File: src/rtl/camera_ctrl.sv
// Camera capture sequencer: idle/erase, exposure-timer setup, expose, and a two-row readout.
// Define CAMERA_CTRL_CONTINUOUS_EN to make init level-sensitive with back-to-back captures.
module camera_ctrl #(
    parameter logic [4:0] EXP_MIN     = 5'd2,
    parameter logic [4:0] EXP_MAX     = 5'd30,
    parameter logic [4:0] EXP_DEFAULT = 5'd10
) (
    input  logic       clk,
    input  logic       reset,
    input  logic       init,
    input  logic       exp_increase,
    input  logic       exp_decrease,
    input  logic       ex_done,
    output logic       ex_set,
    output logic       ex_start,
    output logic [4:0] ex_time,
    output logic       erase,
    output logic       expose,
    output logic       nre_1,
    output logic       nre_2,
    output logic       adc
);

    typedef enum logic [1:0] {IDLE, SETUP, EXPOSE, READOUT} state_t;

    state_t     state;
    logic [2:0] k;
    logic       init_q, inc_q, dec_q;
    logic       trigger, chain, inc_edge, dec_edge;

`ifdef CAMERA_CTRL_CONTINUOUS_EN
    assign trigger = init;
    assign chain   = init;
`else
    assign trigger = init & ~init_q;
    assign chain   = 1'b0;
`endif

    assign inc_edge = exp_increase & ~inc_q;
    assign dec_edge = exp_decrease & ~dec_q;

    // Outputs are written alongside the transition so they always match the state being entered.
    always_ff @(posedge clk) begin
        if (reset) begin
            state    <= IDLE;
            k        <= 3'd0;
            ex_time  <= EXP_DEFAULT;
            init_q   <= 1'b0;
            inc_q    <= 1'b0;
            dec_q    <= 1'b0;
            ex_set   <= 1'b0;
            ex_start <= 1'b0;
            erase    <= 1'b1;
            expose   <= 1'b0;
            nre_1    <= 1'b1;
            nre_2    <= 1'b1;
            adc      <= 1'b0;
        end else begin
            init_q <= init;
            inc_q  <= exp_increase;
            dec_q  <= exp_decrease;
            case (state)
                IDLE: begin
                    if (trigger) begin
                        state  <= SETUP;
                        ex_set <= 1'b1;
                        erase  <= 1'b0;
                    end else if (inc_edge && !dec_edge) begin
                        if (ex_time < EXP_MAX) ex_time <= ex_time + 5'd1;
                    end else if (dec_edge && !inc_edge) begin
                        if (ex_time > EXP_MIN) ex_time <= ex_time - 5'd1;
                    end
                end
                SETUP: begin
                    state    <= EXPOSE;
                    ex_set   <= 1'b0;
                    ex_start <= 1'b1;
                    expose   <= 1'b1;
                end
                EXPOSE: begin
                    if (ex_done) begin
                        state    <= READOUT;
                        k        <= 3'd0;
                        ex_start <= 1'b0;
                        expose   <= 1'b0;
                        nre_1    <= 1'b0;
                    end
                end
                READOUT: begin
                    // Each arm sets up the outputs for subcounter value k+1.
                    k <= k + 3'd1;
                    case (k)
                        3'd0: adc   <= 1'b1;
                        3'd1: adc   <= 1'b0;
                        3'd2: nre_1 <= 1'b1;
                        3'd3: nre_2 <= 1'b0;
                        3'd4: adc   <= 1'b1;
                        3'd5: adc   <= 1'b0;
                        3'd6: nre_2 <= 1'b1;
                        default: begin
                            if (chain) begin
                                state  <= SETUP;
                                ex_set <= 1'b1;
                            end else begin
                                state <= IDLE;
                                erase <= 1'b1;
                            end
                        end
                    endcase
                end
                default: state <= IDLE;
            endcase
        end
    end

endmodule

File: config.mk
export PLATFORM = sky130hd
export DESIGN_NAME = camera_ctrl
export DESIGN_NICKNAME = d
export VERILOG_FILES = /design/src/rtl/camera_ctrl.sv
export SDC_FILE = /design/constraint.sdc
export NUM_CORES = 1
export LEC_CHECK = 0
export ABC_AREA = 1
export BUFFER_PORTS_ARGS = -buffer_cell sky130_fd_sc_hd__buf_2
export CORE_AREA = 2 2 51 53
export CTS_BUF_LIST = sky130_fd_sc_hd__clkbuf_2 sky130_fd_sc_hd__clkbuf_4 sky130_fd_sc_hd__clkbuf_8
export DETAILED_ROUTE_END_ITERATION = 8
export DIE_AREA = 0 0 53 55
export GPL_ROUTABILITY_DRIVEN = 0
export GPL_TIMING_DRIVEN = 0
export PLACE_DENSITY = 0.74
export SKIP_CTS_REPAIR_TIMING = 1
export SYNTH_ARGS = -nofsm -noshare
export SYNTH_HDL_FRONTEND = slang
export SYNTH_SLANG_ARGS = --single-unit
File: constraint.sdc
create_clock -name clk -period 2.3 [get_ports clk]
set_input_delay 0.115 -clock clk [delete_from_list [all_inputs] [get_ports clk]]
set_output_delay 0.115 -clock clk [all_outputs]
set_load 0.03 [all_outputs]
**Word-level counts from Yosys, hierarchy flattened**

Index checks and enable logic that the tools add are counted.

- Add/sub/neg operators: 3
- Equal/unequal tests: 14
- $lt $le $gt $ge: 2
- Mux-type cells: 21
- Reduce and logical (&&, ||, !) cells: 26
- Bitwise logic cells: 7

Operators by type and width:

| operator | number |
|---|---|
| $mux W5 | 4 |
| $reduce_bool A2 Y1 | 8 |
| $pmux W1 S2 | 6 |
| $reduce_and A2 Y1 | 5 |
| $eq A3 B3 Y1 const B | 3 |
| $reduce_and A3 Y1 | 3 |
| $ne A2 B2 Y1 const B | 4 |
| $pmux W2 S4 | 1 |
| $reduce_or A7 Y1 | 1 |
| $eq A3 B2 Y1 const B | 2 |
| $mux W2 | 3 |
| $pmux W3 S2 | 1 |
| $add A5 B1 Y5 const B | 1 |
| $gt A5 B2 Y1 const B | 1 |
| $lt A5 B5 Y1 const B | 1 |
| $mux W1 | 5 |
| $reduce_and A5 Y1 | 1 |
| $sub A5 B1 Y5 const B | 1 |
| $eq A2 B2 Y1 const B | 2 |
| $not A1 Y1 | 4 |
| $reduce_or A2 Y1 | 2 |
| $add A3 B1 Y3 const B | 1 |
| $and A1 B1 Y1 | 3 |
| $eq A3 B1 Y1 const B | 1 |
| other kinds (7) | 9 |

- Register bits after elaboration: 19
- Input port bits: 6

**Depth between registers and ports, before layout**

- Depth in word-level cells: 6
- Gate-level depth with buffers: 13
- Depth with buffers taken out: 13

**Worst setup path before layout**

OpenSTA, ideal clock, no wires.

- Kind: reg2reg
- Start point: reg dec_q
- End point: reg ex_time[2]
- Data arrival time: 1.591 ns
- Cell stages (with the launch flop): 10
- Required time: 2.180 ns
- Library setup time: 0.120 ns
- Setup slack: 0.589 ns
- Buffers on the path: 0
- Cell sequence: dfxtp_1 -> or2_2 -> ha_1 -> xnor2_1 -> ha_1 -> inv_1 -> nand2_1 -> xor2_1 -> o21ai_1 -> a21oi_1

- Cells in the longest elaborated chain, start to end: 6

Ends and longest elaborated chain:

| element | RTL line | text |
|---|---|---|
| start, declared | 28 | `logic init_q, inc_q, dec_q;` |
| start signal, assigned | 61 | `dec_q <= exp_decrease;` |
| $not A1 Y1 (*) | 40 | `assign dec_edge = exp_decrease & ~dec_q;` |
| $and A1 B1 Y1 (*) | 40 |  |
| $logic_not A1 Y1 | 68 | `end else if (inc_edge && !dec_edge) begin` |
| $logic_and A1 B1 Y1 | 68 |  |
| $ne A2 B1 Y1 (no line) / $reduce_bool A2 Y1 (equally long branches) | -- |  |
| $reduce_and A5 Y1 (no line) | -- |  |
| end signal, assigned | 69 | `if (ex_time < EXP_MAX) ex_time <= ex_time + 5'd1;` |
| end signal, assigned | 71 | `if (ex_time > EXP_MIN) ex_time <= ex_time - 5'd1;` |
| end, declared | 16 | `output logic [4:0] ex_time,` |

Every way passes the cells marked *; elsewhere a longest branch is shown, timed or not.
A chain may end at the register's enable or synchronous reset.

**Final worst setup path**

- Start point: reg dec_q
- End point: reg ex_time[4]

Same word-level chain as after synthesis.

==> metrics.md <==
| Metric | Value |
|---|---|
| Outcome | complete, no violations |
| TritonCTS clock tree | built |
| Fin. Hold Viols | 0 |
| # DRC | 0 |
| Clock tree buffer depth | 2 |
| Synthesized area | 1110 um2 |
| Worst-Margin Slew | 0.272 ns |
| Rel. slew slack | 81.7% |
| Share of flip-flops with an asynchronous set or reset | 0% |
| Number of setup violations in the final report | 0 |
| Total grt overflow | 0 |
| Vias per Instance | 4.97 |
| PortBufs | 16 |
| Max-Cap Viols | 0 |
| Core box area | 2360 um2 |
| Kind of critical path | reg -> reg |
| Share of layout cells above drive strength 1 | 20.3% |
| Iter 0 DRT Violations | 22 |
| Detail Route Antenna Nets | 0 |
| Max Slew Vio Count | 0 |
| Arrival @ worst endpoint | 2.14 ns |
| Critical Path RT | 2.53 ns |
| Post-Syn Instances | 152 |
| Layout fillers | 239 |
| Startpoint types | flip-flop |
| DRT Pass-1 Iters | 4 |
| Post-Synth XOR/XNOR Area | 3.14% |
| Num rows | 18 |
| Hold Path Class | in -> reg |
| Final WL | 2190 um |
| Post-Synth Adder-Cell Area | 13.5% |
| Area taken by multi-input logic gates | 616 um2 |
| Hold_ws | 0.0229 ns |
| CTS Buf Count | 3 |
| Flops & latches, synth | 19 |
| First-pass GRT wire length | 3750 um |
| Area delta synth->final | 13.2% |
| Number of enable flip-flop cells after synthesis | 0 |
| Simple-gate share of the synthesized area | 26.3% |
| Top Ports | 18 |
| Clock transition at path regs | 0.11 ns |
| Pwr dens | 1000 nW/um2 |
| # clock sinks | 19 |
| DPL Wire Length | 1810 um |
| Synth Area in Compound Gates | 12.3% |
| RSZ-0062 raised after global routing | false |
| Minimum clock period | 1.91 ns |
| Fmax | 524 MHz |
| Synth warn | 0 |
| Fin Clk Skew | 0.0108 ns |
| Ys flop type | dfxtp_1 |
| Crit end category | flip-flop |
| Vias in the first global route | 941 |
| Starting density of the core | 47.1% |
| Multiplexer area fraction after synthesis | 0% |
| Pleak | 0.627 nW |
| Largest net degree at the start of global routing | 11 |
| Syn_area_per_cell | 7.33 um2 |
| DR WL/cell | 10.9 um |
| Die X | 53 um |
| Initial antenna violation count | 0 |
| Synth unique cells | 27 |
| Critical-path maximum fanout | 4 |
| Period utilization | 82.9% |
| Root Buffer | clkbuf_4 |
| Vias | 1004 |
| DIE AREA | 2920 um2 |
| Total Negative Setup Slacks | 0 ns |
| Clk Latency, worst-skew pair | 0.29 ns |
| H-tree depth | 1 |
| Die Y | 55 um |
| FF+latch area | 380 um2 |
| Final Core Density | 53.4% |
| Largest family of logic cells by synthesized area | simple AND/OR/NAND/NOR gates |
| Fin nets | 191 |
| # diodes | 0 |
| Max VDD drop | 0.000573 V |
| Post-synthesis sequential area ratio | 34.1% |
| Syn Nets | 170 |
| Total GRT Usage | 17.2% |
-- flip-flops by register name, indices dropped and copies added, names as in the netlist --
signal,cells
adc,1
dec_q,1
erase,1
ex_set,1
ex_time,5
expose,1
inc_q,1
init_q,1
k,3
nre_1,1
nre_2,1
state,2
-- cells in the mapped netlist, types with 2 or more instances --
cell      count  area (um2)
a21oi_1      11        55.1
buf_2         2        10.0
clkinv_1      2        7.51
dfxtp_1      19         380
ha_1         12         150
inv_1        23        86.3
inv_2         2        7.51
nand2_1      23        86.3
nand2_2       3        18.8
nand3_1      14        70.1
nor2_1       17        63.8
o21ai_0       4        20.0
o21ai_1       3        15.0
o21ai_2       2        17.5
xnor2_1       2        17.5
xor2_1        2        17.5
-- where the power goes --
| group | internal, mW | switching [mW] |
|---|---|---|
| clock network | 0.0792 | 0.0994 |
| logic | 0.210 | 0.408 |
| registers | 0.399 | 0.0669 |
| total | 0.688 | 0.575 |
-- per-layer routing --
layer	up-vias	global-route usage, %	part of all wire [%]
met5	-	0	0
met2	10	36.0	54
met1	465	17.6	42
met3	4	1.61	2.3
met4	0	5.98	1.3
li1	525	-	-
-- critical path: stages, from the launching register on --
cell and delay [ns]:
dfxtp_1 0.31, or2_2 0.30, ha_1 0.27, xnor2_1 0.22, ha_1 0.17, inv_1 0.04, nand2_1 0.10, nand2_1 0.07
nand2_1 0.05, nand3_1 0.06, nand2_1 0.07, nand2_1 0.07, a21oi_2 0.11
-- layout by cell type, fill, tap and decap left out, types with 2 or more instances in the layout --
master,n
a21oi_1,11
buf_2,18
clkbuf_4,4
clkinv_1,2
dfxtp_1,19
ha_1,12
inv_1,23
inv_2,2
nand2_1,23
nand2_2,3
nand3_1,14
nor2_1,17
o21ai_0,4
o21ai_1,3
o21ai_2,2
xnor2_1,2
xor2_1,2
-- metrics by stage --
step / setup WS, ns / std cells / area, um2 / power, mW
after floorplan: 0.589 / 152 / 1110 / 0.942
after global placement: 0.473 / 198 / 1230 / 1.06
after detailed placement: 0.428 / 198 / 1230 / 1.09
after CTS: 0.403 / 202 / 1260 / 1.27
after global routing: 0.275 / 202 / 1260 / 1.36
final: 0.393 / 202 / 1260 / 1.26
-- final timing paths --
| path | slack (ns) | startpoint | cells after the start | endpoint |
|---|---|---|---|---|
| worst max-delay path | 0.39 | dec_q | 12 | ex_time[4] |
| worst min-delay path | 0.02 | exp_decrease | 3 | dec_q |
| worst max register to register | 0.39 | dec_q | 12 | ex_time[4] |
| worst min register to register | 0.48 | erase | 2 | erase |
-- layout make-up --
type / instances / share of cell area (%)
plain buffers: 3 / 1.39
flip-flops and latches: 19 / 30.1
clock buffers: 4 / 2.38
well taps: 30 / 2.97
multi-input cells: 103 / 48.8
inverters: 27 / 8.03
repair buffers: 16 / 6.34
-- kinds of logic (layout without fill, tap and decap cells) --
kind of cell / count (synthesis) / after routing
adder cells (fa/ha/maj): 12 / 12
flip-flops: 19 / 19
AND/OR/NAND/NOR: 63 / 63
AO/OA/AOI/OAI: 24 / 24
XOR/XNOR: 4 / 4
buffers and inverters: 30 / 50
(Power assumes the default switching activity.)
